--- src/rtl/alu_op_sequencer_if.sv ---
// Bus bundle between the operation sequencer, the byte-wide system memory and the ALU.
// master is the sequencer side; slave is the memory/ALU/host side.
interface alu_op_sequencer_if #(
    parameter int ADDR_W = 8
);
    logic              start;
    logic [7:0]        num_ops;
    logic [ADDR_W-1:0] src_base;
    logic [ADDR_W-1:0] dst_base;
    logic              busy;
    logic              done;
    logic              err;
    logic [ADDR_W-1:0] mem_addr;
    logic              mem_rd_en;
    logic [7:0]        mem_rdata;
    logic              mem_wr_en;
    logic [7:0]        mem_wdata;
    logic [7:0]        alu_a;
    logic [7:0]        alu_b;
    logic [7:0]        alu_oper;
    logic [7:0]        alu_execute;
    logic [15:0]       alu_res;

    modport master (
        input  start, num_ops, src_base, dst_base, mem_rdata, alu_res,
        output busy, done, err, mem_addr, mem_rd_en, mem_wr_en, mem_wdata,
               alu_a, alu_b, alu_oper, alu_execute
    );

    modport slave (
        output start, num_ops, src_base, dst_base, mem_rdata, alu_res,
        input  busy, done, err, mem_addr, mem_rd_en, mem_wr_en, mem_wdata,
               alu_a, alu_b, alu_oper, alu_execute
    );
endinterface

--- src/rtl/alu_op_sequencer.sv ---
// Fetches (OPER, A, B) records from memory, runs each through the ALU for one cycle
// and writes the 16-bit result back as two bytes, low byte first.
module alu_op_sequencer #(
    parameter int ADDR_W = 8
) (
    input  logic                clk,
    input  logic                rst,
    alu_op_sequencer_if.master  bus
);

    typedef enum logic [3:0] {
        S_IDLE,
        S_FETCH_OP,
        S_FETCH_A,
        S_FETCH_B,
        S_LOAD_B,
        S_EXEC,
        S_WR_LO,
        S_WR_HI,
        S_DONE
    } state_t;

    state_t            state_reg, state_next;
    logic [7:0]        num_reg;
    logic [ADDR_W-1:0] src_reg;
    logic [ADDR_W-1:0] dst_reg;
    logic [7:0]        idx_reg;
    logic [15:0]       result_reg;
    logic              err_reg;
    logic [7:0]        alu_a_reg;
    logic [7:0]        alu_b_reg;
    logic [7:0]        alu_oper_reg;

    logic [ADDR_W-1:0] rd_base;
    logic [ADDR_W-1:0] wr_base;
    logic              last_rec;
    logic              illegal_op;

    // Record and result base addresses wrap naturally at ADDR_W bits.
    assign rd_base    = src_reg + ADDR_W'({2'b00, idx_reg} * 10'd3);
    assign wr_base    = dst_reg + ADDR_W'({idx_reg, 1'b0});
    assign last_rec   = (idx_reg == (num_reg - 8'd1));
    assign illegal_op = (alu_oper_reg[2:0] >= 3'd5);

    always_comb begin
        state_next = state_reg;
        unique case (state_reg)
            S_IDLE: begin
                if (bus.start) begin
                    state_next = (bus.num_ops != 8'd0) ? S_FETCH_OP : S_DONE;
                end
            end
            S_FETCH_OP: state_next = S_FETCH_A;
            S_FETCH_A:  state_next = S_FETCH_B;
            S_FETCH_B:  state_next = S_LOAD_B;
            S_LOAD_B:   state_next = S_EXEC;
            S_EXEC:     state_next = S_WR_LO;
            S_WR_LO:    state_next = S_WR_HI;
            S_WR_HI:    state_next = last_rec ? S_DONE : S_FETCH_OP;
            S_DONE:     state_next = S_IDLE;
            default:    state_next = S_IDLE;
        endcase
    end

    always_ff @(posedge clk or posedge rst) begin
        if (rst) begin
            state_reg    <= S_IDLE;
            num_reg      <= '0;
            src_reg      <= '0;
            dst_reg      <= '0;
            idx_reg      <= '0;
            result_reg   <= '0;
            err_reg      <= 1'b0;
            alu_a_reg    <= '0;
            alu_b_reg    <= '0;
            alu_oper_reg <= '0;
        end else begin
            state_reg <= state_next;
            case (state_reg)
                S_IDLE: begin
                    if (bus.start) begin
                        err_reg <= 1'b0;
                        if (bus.num_ops != 8'd0) begin
                            num_reg <= bus.num_ops;
                            src_reg <= bus.src_base;
                            dst_reg <= bus.dst_base;
                            idx_reg <= '0;
                        end
                    end
                end
                S_FETCH_A: alu_oper_reg <= bus.mem_rdata;
                S_FETCH_B: alu_a_reg    <= bus.mem_rdata;
                S_LOAD_B:  alu_b_reg    <= bus.mem_rdata;
                S_EXEC: begin
                    // Divide-by-zero keeps the ALU's own marker result; illegal opcodes store zero.
                    if (illegal_op) begin
                        result_reg <= 16'h0000;
                        err_reg    <= 1'b1;
                    end else begin
                        result_reg <= bus.alu_res;
                        if (alu_oper_reg[2:0] == 3'd4 && alu_b_reg == 8'd0) begin
                            err_reg <= 1'b1;
                        end
                    end
                end
                S_WR_HI: begin
                    if (!last_rec) begin
                        idx_reg <= idx_reg + 8'd1;
                    end
                end
                default: ;
            endcase
        end
    end

    // Memory and ALU strobes come purely from state and registers.
    always_comb begin
        bus.mem_addr  = '0;
        bus.mem_rd_en = 1'b0;
        bus.mem_wr_en = 1'b0;
        bus.mem_wdata = 8'h00;
        unique case (state_reg)
            S_FETCH_OP: begin
                bus.mem_addr  = rd_base;
                bus.mem_rd_en = 1'b1;
            end
            S_FETCH_A: begin
                bus.mem_addr  = rd_base + ADDR_W'(1);
                bus.mem_rd_en = 1'b1;
            end
            S_FETCH_B: begin
                bus.mem_addr  = rd_base + ADDR_W'(2);
                bus.mem_rd_en = 1'b1;
            end
            S_WR_LO: begin
                bus.mem_addr  = wr_base;
                bus.mem_wr_en = 1'b1;
                bus.mem_wdata = result_reg[7:0];
            end
            S_WR_HI: begin
                bus.mem_addr  = wr_base + ADDR_W'(1);
                bus.mem_wr_en = 1'b1;
                bus.mem_wdata = result_reg[15:8];
            end
            default: ;
        endcase
    end

    assign bus.busy        = (state_reg != S_IDLE);
    assign bus.done        = (state_reg == S_DONE);
    assign bus.err         = err_reg;
    assign bus.alu_a       = alu_a_reg;
    assign bus.alu_b       = alu_b_reg;
    assign bus.alu_oper    = alu_oper_reg;
    assign bus.alu_execute = (state_reg == S_EXEC) ? 8'h01 : 8'h00;

endmodule
--- src/flat_wrapper.sv ---
// flat-port wrapper written by rule: the top's interface ports become plain ports
module alu_op_sequencer_flat 
#(
    parameter int ADDR_W = 8
)
  (clk, rst, bus_start, bus_num_ops, bus_src_base, bus_dst_base, bus_mem_rdata, bus_alu_res, bus_busy, bus_done, bus_err, bus_mem_addr, bus_mem_rd_en, bus_mem_wr_en, bus_mem_wdata, bus_alu_a, bus_alu_b, bus_alu_oper, bus_alu_execute);
  alu_op_sequencer_if #(.ADDR_W(ADDR_W)) bus_i ();
  input  logic clk;
  input  logic rst;
  input wire logic [$bits(bus_i.start)-1:0] bus_start;
  input wire logic [$bits(bus_i.num_ops)-1:0] bus_num_ops;
  input wire logic [$bits(bus_i.src_base)-1:0] bus_src_base;
  input wire logic [$bits(bus_i.dst_base)-1:0] bus_dst_base;
  input wire logic [$bits(bus_i.mem_rdata)-1:0] bus_mem_rdata;
  input wire logic [$bits(bus_i.alu_res)-1:0] bus_alu_res;
  output wire logic [$bits(bus_i.busy)-1:0] bus_busy;
  output wire logic [$bits(bus_i.done)-1:0] bus_done;
  output wire logic [$bits(bus_i.err)-1:0] bus_err;
  output wire logic [$bits(bus_i.mem_addr)-1:0] bus_mem_addr;
  output wire logic [$bits(bus_i.mem_rd_en)-1:0] bus_mem_rd_en;
  output wire logic [$bits(bus_i.mem_wr_en)-1:0] bus_mem_wr_en;
  output wire logic [$bits(bus_i.mem_wdata)-1:0] bus_mem_wdata;
  output wire logic [$bits(bus_i.alu_a)-1:0] bus_alu_a;
  output wire logic [$bits(bus_i.alu_b)-1:0] bus_alu_b;
  output wire logic [$bits(bus_i.alu_oper)-1:0] bus_alu_oper;
  output wire logic [$bits(bus_i.alu_execute)-1:0] bus_alu_execute;
  assign bus_i.start = bus_start;
  assign bus_i.num_ops = bus_num_ops;
  assign bus_i.src_base = bus_src_base;
  assign bus_i.dst_base = bus_dst_base;
  assign bus_i.mem_rdata = bus_mem_rdata;
  assign bus_i.alu_res = bus_alu_res;
  assign bus_busy = bus_i.busy;
  assign bus_done = bus_i.done;
  assign bus_err = bus_i.err;
  assign bus_mem_addr = bus_i.mem_addr;
  assign bus_mem_rd_en = bus_i.mem_rd_en;
  assign bus_mem_wr_en = bus_i.mem_wr_en;
  assign bus_mem_wdata = bus_i.mem_wdata;
  assign bus_alu_a = bus_i.alu_a;
  assign bus_alu_b = bus_i.alu_b;
  assign bus_alu_oper = bus_i.alu_oper;
  assign bus_alu_execute = bus_i.alu_execute;
  alu_op_sequencer #(.ADDR_W(ADDR_W)) u_core (.clk(clk), .rst(rst), .bus(bus_i));
endmodule
--- config.mk ---
export PLATFORM = sky130hd
export DESIGN_NAME = alu_op_sequencer_flat
export DESIGN_NICKNAME = d
export VERILOG_FILES = /design/src/rtl/alu_op_sequencer_if.sv /design/src/rtl/alu_op_sequencer.sv /design/src/flat_wrapper.sv
export SDC_FILE = /design/constraint.sdc
export NUM_CORES = 1
export LEC_CHECK = 0
export BUFFER_PORTS_ARGS = -buffer_cell sky130_fd_sc_hd__buf_4
export CAP_MARGIN = 0
export CELL_PAD_IN_SITES_DETAIL_PLACEMENT = 0
export CELL_PAD_IN_SITES_GLOBAL_PLACEMENT = 1
export CORE_MARGIN = 2
export CORE_UTILIZATION = 45
export CTS_CLUSTER_SIZE = 25
export DETAILED_ROUTE_END_ITERATION = 10
export PLACE_DENSITY = 0.82
export SKIP_CTS_REPAIR_TIMING = 1
export SYNTH_ARGS = -nofsm -noshare
export SYNTH_HDL_FRONTEND = slang
export SYNTH_SLANG_ARGS = --single-unit
--- constraint.sdc ---
create_clock -name clk -period 6.05 [get_ports clk]
set_input_delay 0.605 -clock clk [delete_from_list [all_inputs] [get_ports clk]]
set_output_delay 0.605 -clock clk [all_outputs]
set_load 0.02 [all_outputs]
After elaboration in Yosys (flattened, before gate mapping)
Index checks and enable logic that the tools add are counted.
- reductions and logical operators: 12
- order comparisons: 1
- $add $sub $neg: 7
- multiply operators: 1
- equal/unequal tests: 14
- multiplexer cells: 18
- operators by type and width (operator ; count):
    $pmux 8 s5 ; 1
    $pmux 4 s8 ; 1
    $pmux 8 s2 ; 2
    $add 8x1->8 const B ; 3
    $mux 8 ; 3
    $add 8x8->8 ; 2
    $eq 4x3->1 const B ; 4
    $mux 16 ; 1
    $mux 4 ; 3
    $add 8x2->8 const B ; 1
    $eq 4x2->1 const B ; 2
    $eq 8x8->1 ; 1
    $logic_not 8->1 ; 1
    $mul 8x2->8 const B ; 1
    $reduce_bool 8->1 ; 1
    $sub 8x1->8 const B ; 1
    $mux 1 ; 6
    $reduce_and 3->1 ; 2
    $eq 4x1->1 const B ; 1
    $eq 4x4->1 const B ; 1
    $logic_not 4->1 ; 1
    $ne 2x2->1 const B ; 2
    $reduce_and 4->1 ; 1
    $reduce_bool 2->1 ; 2
    9 further kinds ; 9
- logic and storage cells: 63
- output and inout port bits: 53
- flip-flop bits (word level): 77
- input bits: 51

Longest topological paths before layout
Gate-level depths: netlist of the first run.
- depth after elaboration: 5
- gate-level depth with buffers: 12
- gate-level depth less buffers: 12

Least setup slack after synthesis of the first run
No wires, ideal clock.
- path type: reg-to-output
- start: register u_core.idx_reg[1]
- end: output bus_mem_addr[6]
- arrival time: 3341 ps
- cell stages (with the launch flop): 13
- setup slack: 2104 ps
- buffers on the path: 0
- required time: 5445 ps
- cells stage by stage: dfrtp_1 inv_1 fa_1 inv_1 ha_1 fa_1 a211oi_1 nor2_1 xor2_1 mux2_2 nand4b_1 xor2_1 o21ai_0
- cells in the longest elaborated chain, start to end: 4
- elaborated cells on any way between the ends: 7
- classes of those cells: add/sub: 5; mul: 1; mux: 1
- ends and longest elaborated chain (what ; line ; text):
    from (decl) ; alu_op_sequencer.sv:27 ; logic [7:0] idx_reg;
    from (signal assigned) ; alu_op_sequencer.sv:108 ; idx_reg <= idx_reg + 8'd1;
    $mul 8x2->8 ; alu_op_sequencer.sv:40 ; assign rd_base = src_reg + ADDR_W'({2'b00, idx_reg} * 10'd3);
    $add 8x8->8 ; alu_op_sequencer.sv:40 ;
    $add 8x2->8 or $add 8x1->8 (tied branches) ; alu_op_sequencer.sv:132, alu_op_sequencer.sv:128 ;
    $pmux 8 s5 (*) ; alu_op_sequencer.sv:122 ; unique case (state_reg)
    to (decl) ; flat_wrapper.sv:19 ; output wire logic [$bits(bus_i.mem_addr)-1:0] bus_mem_addr;
Mark *: on every way between the ends. The rest lies on a longest branch, timed or not.

Final worst setup path of the first run
- start: register u_core.idx_reg[0]
- end: output bus_mem_addr[7]
The elaborated chain is that of the path after synthesis.

==> results of run 1 <==
area by class of cell:
class | instances | area (µm²)
Clock buffer | 11 | 141
Timing Repair Buffer | 98 | 736
Sequential cell | 77 | 1930
Multi-Input combinational cell | 317 | 2590
Fill cell | 907 | 4540
Inverter | 12 | 45.0
Clock inverter | 5 | 35.0
Tap cell | 136 | 170
synth_stat cells, drive strengths merged, types with 2 or more instances:
| master | instances | share of area (%) |
|---|---|---|
| a22o | 24 | 4.5 |
| buf | 15 | 2.1 |
| nor3b | 2 | 0.32 |
| and3 | 5 | 0.67 |
| ha | 22 | 5.9 |
| a22oi | 3 | 0.48 |
| clkbuf | 10 | 0.80 |
| or2 | 4 | 0.54 |
| a21oi | 12 | 1.3 |
| a221oi | 2 | 0.37 |
| nand2 | 26 | 2.1 |
| and2 | 4 | 0.54 |
| nor3 | 9 | 1.1 |
| a222oi | 4 | 0.86 |
| or4 | 3 | 0.48 |
| nand4 | 2 | 0.27 |
| a221o | 2 | 0.43 |
| dfrtp | 77 | 41 |
| mux2 | 49 | 12 |
| nand3 | 6 | 0.64 |
| mux2i | 10 | 2.1 |
| nor4 | 3 | 0.40 |
| nor2 | 25 | 2.2 |
| nor2b | 5 | 0.67 |
| xor2 | 19 | 3.6 |
| xnor2 | 15 | 2.8 |
| o21bai | 2 | 0.32 |
| nand2b | 3 | 0.40 |
| fa | 8 | 3.4 |
| o21ai | 12 | 1.3 |
| nand3b | 2 | 0.32 |
| inv | 12 | 0.96 |
| nor4b | 3 | 0.56 |
| o2111ai | 2 | 0.37 |
| a211oi | 5 | 1.0 |
worst max-delay path by stage:
stage | slack (ps) | cells after the start | start | to
4_1_cts | 1420 | 13 | u_core.idx_reg[1] | bus_mem_addr[7]
3_3_place_gp | 1950 | 13 | u_core.idx_reg[1] | bus_mem_addr[7]
5_1_grt | 1200 | 13 | u_core.idx_reg[0] | bus_mem_addr[7]
3_5_place_dp | 1840 | 13 | u_core.idx_reg[1] | bus_mem_addr[7]
6_report | 1470 | 13 | u_core.idx_reg[0] | bus_mem_addr[7]
2_1_floorplan | 2100 | 12 | u_core.idx_reg[1] | bus_mem_addr[6]
stage by stage:
stage               setup slack [ps]  hold WS [ps]  cells  area [µm²]
detailed placement              1840           485    640        5470
global placement                1950           472    640        5470
global route                    1200           437    656        5640
finish                          1470           457    656        5640
CTS                             1420           435    656        5640
floorplan                       2100           474    431        4700
routing by layer:
layer | vias to the layer above | global-route usage, % | wire (µm)
met5 | - | 0 | 0
met1 | 1732 | 26.6 | 4910
li1 | 1709 | - | -
met3 | 15 | 7.11 | 865
met2 | 121 | 32.4 | 4980
met4 | 0 | 6.95 | 191
cell families after synthesis:
family | after synthesis | share of synthesized area, %
other | 1 | 0.0802
AO/OA/AOI/OAI | 79 | 13.0
multiplexers | 59 | 13.9
flip-flops | 77 | 41.2
adder cells (fa/ha/maj) | 30 | 9.31
buffers and inverters | 37 | 3.88
XOR/XNOR | 34 | 6.37
AND/OR/NAND/NOR | 108 | 12.3
==> reports/metrics.yaml, run 1 <==
status: "completed"
die_area_mm2: 0.0112
endpoint_kind: "output pin"
overflow: 0
clock_path_buffers: 2
r2r_start: "u_core.state_reg[2]"
hold_class: "input port to register"
largest_reg_flops: 16
worstPathCellList: "inv_1, fa_1, inv_1, ha_1, fa_1, a211oi_1, nor2_1, xor2_1, mux2_2, nand4_1, xnor2_1, a221o_1, buf_4"
path_max_fanout: 9
numCtsBuffers: 9
synth_cell_type_count: 60
cts_tree: "built"
num_rows: 37
ys.flop_type: "dfrtp_1"
grt.total_usage_pct: 20.6
io_pins: 104
path_class: "register to output pin"
finalHoldViolCount: 0
cts_htree_levels: 3
min_from: "bus_alu_res[5]"
synth-seq-area-share_pct: 41.2
antenna_found_initial: 0
synth_area_mm2: 0.00468
skew_ps: 15.8
setup_viol: 0
grt_max_degree: 78
core_area_mm2: 0.0102
fin_crit_ps: 4580
synth_edf_count: 0
grt_pass1_wl_mm: 18.4
initial_core_util_pct: 45.9
slowest_stage: "fa_1"
crit_arrival_ps: 3970
area_delta_synth_final_pct: 20.7
grt_pass1_vias: 3819
fp.dieH_um: 106
die_w_um: 106
yosysWarnings: 0
fin_nets: 596
finalWirelength_mm: 10.9
slew_headroom_pct: 18.5
whs_path_depth: 2
synthArstFlopShare_pct: 100
cts_root_buf: "clkbuf_8"
rsz0062_at_grt: "false"
maxCapViolations: 0
firstDrtPassIters: 5
cts.sinks: 77
post-route-util_pct: 55.4
post_drt_wl_per_cell_um: 16.7
clkLatencyLatePin_ps: 360
ys_ff_latch: 77
clkSlewWorstSetupHoldPaths_ps: 90
path_buf_inv: 3
ant_nets: 0
avgViaCountPerCell: 5.45
timing.fmax_mhz: 219
setup_tns_ps: 0
antenna_cells: 0
final_cell_mix: "98 x buf_4, 77 x dfrtp_1, 49 x mux2_2"
drv_slew: 0
reg2regPathDepth: 4
post-route-period-util_pct: 75.6
vias: 3577
syn_area_per_cell_um2: 11.0
slowest_delay_ps: 540
timing.rr.end: "u_core.result_reg[15]"
syn_inst: 425
layout_commonest_cell: "buf_4"
critPathLaunchType: "register"
drc: 0
place_hpwl_mm: 8.11
rrSetupSlack_ps: 3360
hold_end: "u_core.result_reg[5]"
drive_above_1_share_pct: 33.3
worstMarginPinSlew_ps: 1220
io_buffers: 96
crit_required_ps: 5440
drt-initial-drc-count: 145
path_delay_family: "adder cells"
finalWeightedCongestion: 0.913
Power of run 1 is not shown: default switching activity piles up to over one toggle a cycle in this logic, so the estimate is an artifact.
==> run 2: changes to the inputs <==
- CORE_UTILIZATION: 45 -> 39
- PLACE_DENSITY: 0.82 -> 0.76
- clock period: 6.05 -> 3.7 ns (I/O delays scaled with it)
==> run 2 against run 1 <==
- non-clock buffer count up 25
- setup slack worse by 1500 ps
- via count grew 2.2%
- core utilization shrank 2.5 points
- global-route usage down 2.4 points
- clock skew is 6.6 ps lower
- critical path depth down 1
- sequential share of layout area down 2.6 points
==> reports/metrics.yaml, run 2 (synthesis gave the netlist of run 1 again) <==
status: "completed"
r2r_start: "u_core.state_reg[2]"
avgViaCountPerCell: 5.31
cts_htree_levels: 3
cp_common_cell: "buf_6"
area_delta_synth_final_pct: 30.8
post_drt_wl_per_cell_um: 16.9
drc: 0
timing.rr.end: "u_core.dst_reg[3]"
finalHoldViolCount: 0
die_w_um: 113
setup_viol: 0
drt-initial-drc-count: 185
die_area_mm2: 0.0129
fp.dieH_um: 113
firstDrtPassIters: 5
grt_pass1_vias: 3747
largest_reg_flops: 16
ant_nets: 0
post-route-util_pct: 52.9
worstPathCellList: "buf_6, fa_2, buf_6, fa_2, a211oi_2, o21ai_1, a21oi_2, xnor2_2, buf_4, xor2_1, a221o_1, buf_6"
vias: 3654
grt_pass1_wl_mm: 18.6
reg2regPathDepth: 4
layout_commonest_cell: "buf_4"
clock_path_buffers: 2
crit_required_ps: 3330
slew_headroom_pct: 49.5
multi_input_area_mm2: 0.00272
timing.fmax_mhz: 271
critPathLaunchType: "register"
hold_class: "input port to async pin"
numCtsBuffers: 9
finalWeightedCongestion: 0.916
slowest_delay_ps: 470
crit_arrival_ps: 3320
place_hpwl_mm: 8.50
fin_cells: 688
slowest_stage: "fa_2"
final_cell_mix: "120 x buf_4, 73 x dfrtp_1, 48 x mux2_2"
endpoint_kind: "output pin"
rsz0062_at_grt: "true"
dp.cells: 663
io_buffers: 96
ff_latch_area_mm2: 0.00193
path_max_fanout: 3
fin_crit_ps: 3690
cts_root_buf: "clkbuf_16"
initial_core_util_pct: 40.4
endpoint: "bus_mem_addr[7]"
finalWirelength_mm: 11.6
clkLatencyLatePin_ps: 340
maxCapViolations: 0
grt.total_usage_pct: 18.2
antenna_cells: 0
clkSlewWorstSetupHoldPaths_ps: 60
overflow: 0
core_area_mm2: 0.0116
drive_above_1_share_pct: 40.6
path_class: "register to output pin"
fin_nets: 621
num_rows: 39
drv_slew: 0
startpoint: "u_core.idx_reg[1]"
rrSetupSlack_ps: 1430
worstMarginPinSlew_ps: 752
antenna_found_initial: 0
cts_tree: "built"
grt_max_degree: 33
skew_ps: 9.21
io_pins: 104
post-route-period-util_pct: 99.9
cts.sinks: 77
n_fill_cell: 1029
run 2: worst max-delay path: cells and delay by family, from the launching register on:
family | cells | cell delay, ps
buffers and inverters | 4 | 580
adder cells (fa/ha/maj) | 2 | 860
AO/OA/AOI/OAI | 4 | 860
XOR/XNOR | 2 | 250
flip-flops | 1 | 410
run 2: worst min path at each step:
stage	from	endpoint	slack [ps]	cells past startpoint
final	rst	u_core.num_reg[1]	50	2
after global routing	rst	u_core.result_reg[6]	90	2
after CTS	rst	u_core.num_reg[1]	60	2
after detailed placement	rst	u_core.num_reg[1]	420	2
after global placement	rst	u_core.num_reg[1]	430	2
after floorplan	u_core.result_reg[10]	u_core.result_reg[10]	470	1
run 2: layout make-up:
class	count	share of cell area, %
clock buffers	9	3.68
inverters	12	0.736
flip-flops and latches	77	31.6
well taps	143	2.92
repair buffers	123	15.3
multi-input cells	317	44.4
clock inverters	7	1.35
run 2: per-stage QoR:
stage | cell area, µm² | hold WS (ps) | setup slack [ps] | setup TNS (ps)
global placement | 5600 | 434 | 188 | 0
finish | 6120 | 49.0 | 5.20 | 0
detailed placement | 5600 | 423 | 95.3 | 0
CTS | 5900 | 56.0 | -277 | -573
global route | 6120 | 87.6 | -108 | -256
floorplan | 4700 | 474 | 87.8 | 0
run 2: routing by layer:
| metal | track usage, % | up-vias | share of wire, % |
|---|---|---|---|
| li1 | - | 1763 | - |
| met1 | 23.7 | 1783 | 45 |
| met2 | 28.8 | 98 | 47 |
| met3 | 5.95 | 10 | 6.9 |
| met4 | 6.10 | 0 | 1.2 |
| met5 | 0 | - | 0 |
Power of run 2 is left out for the same reason.
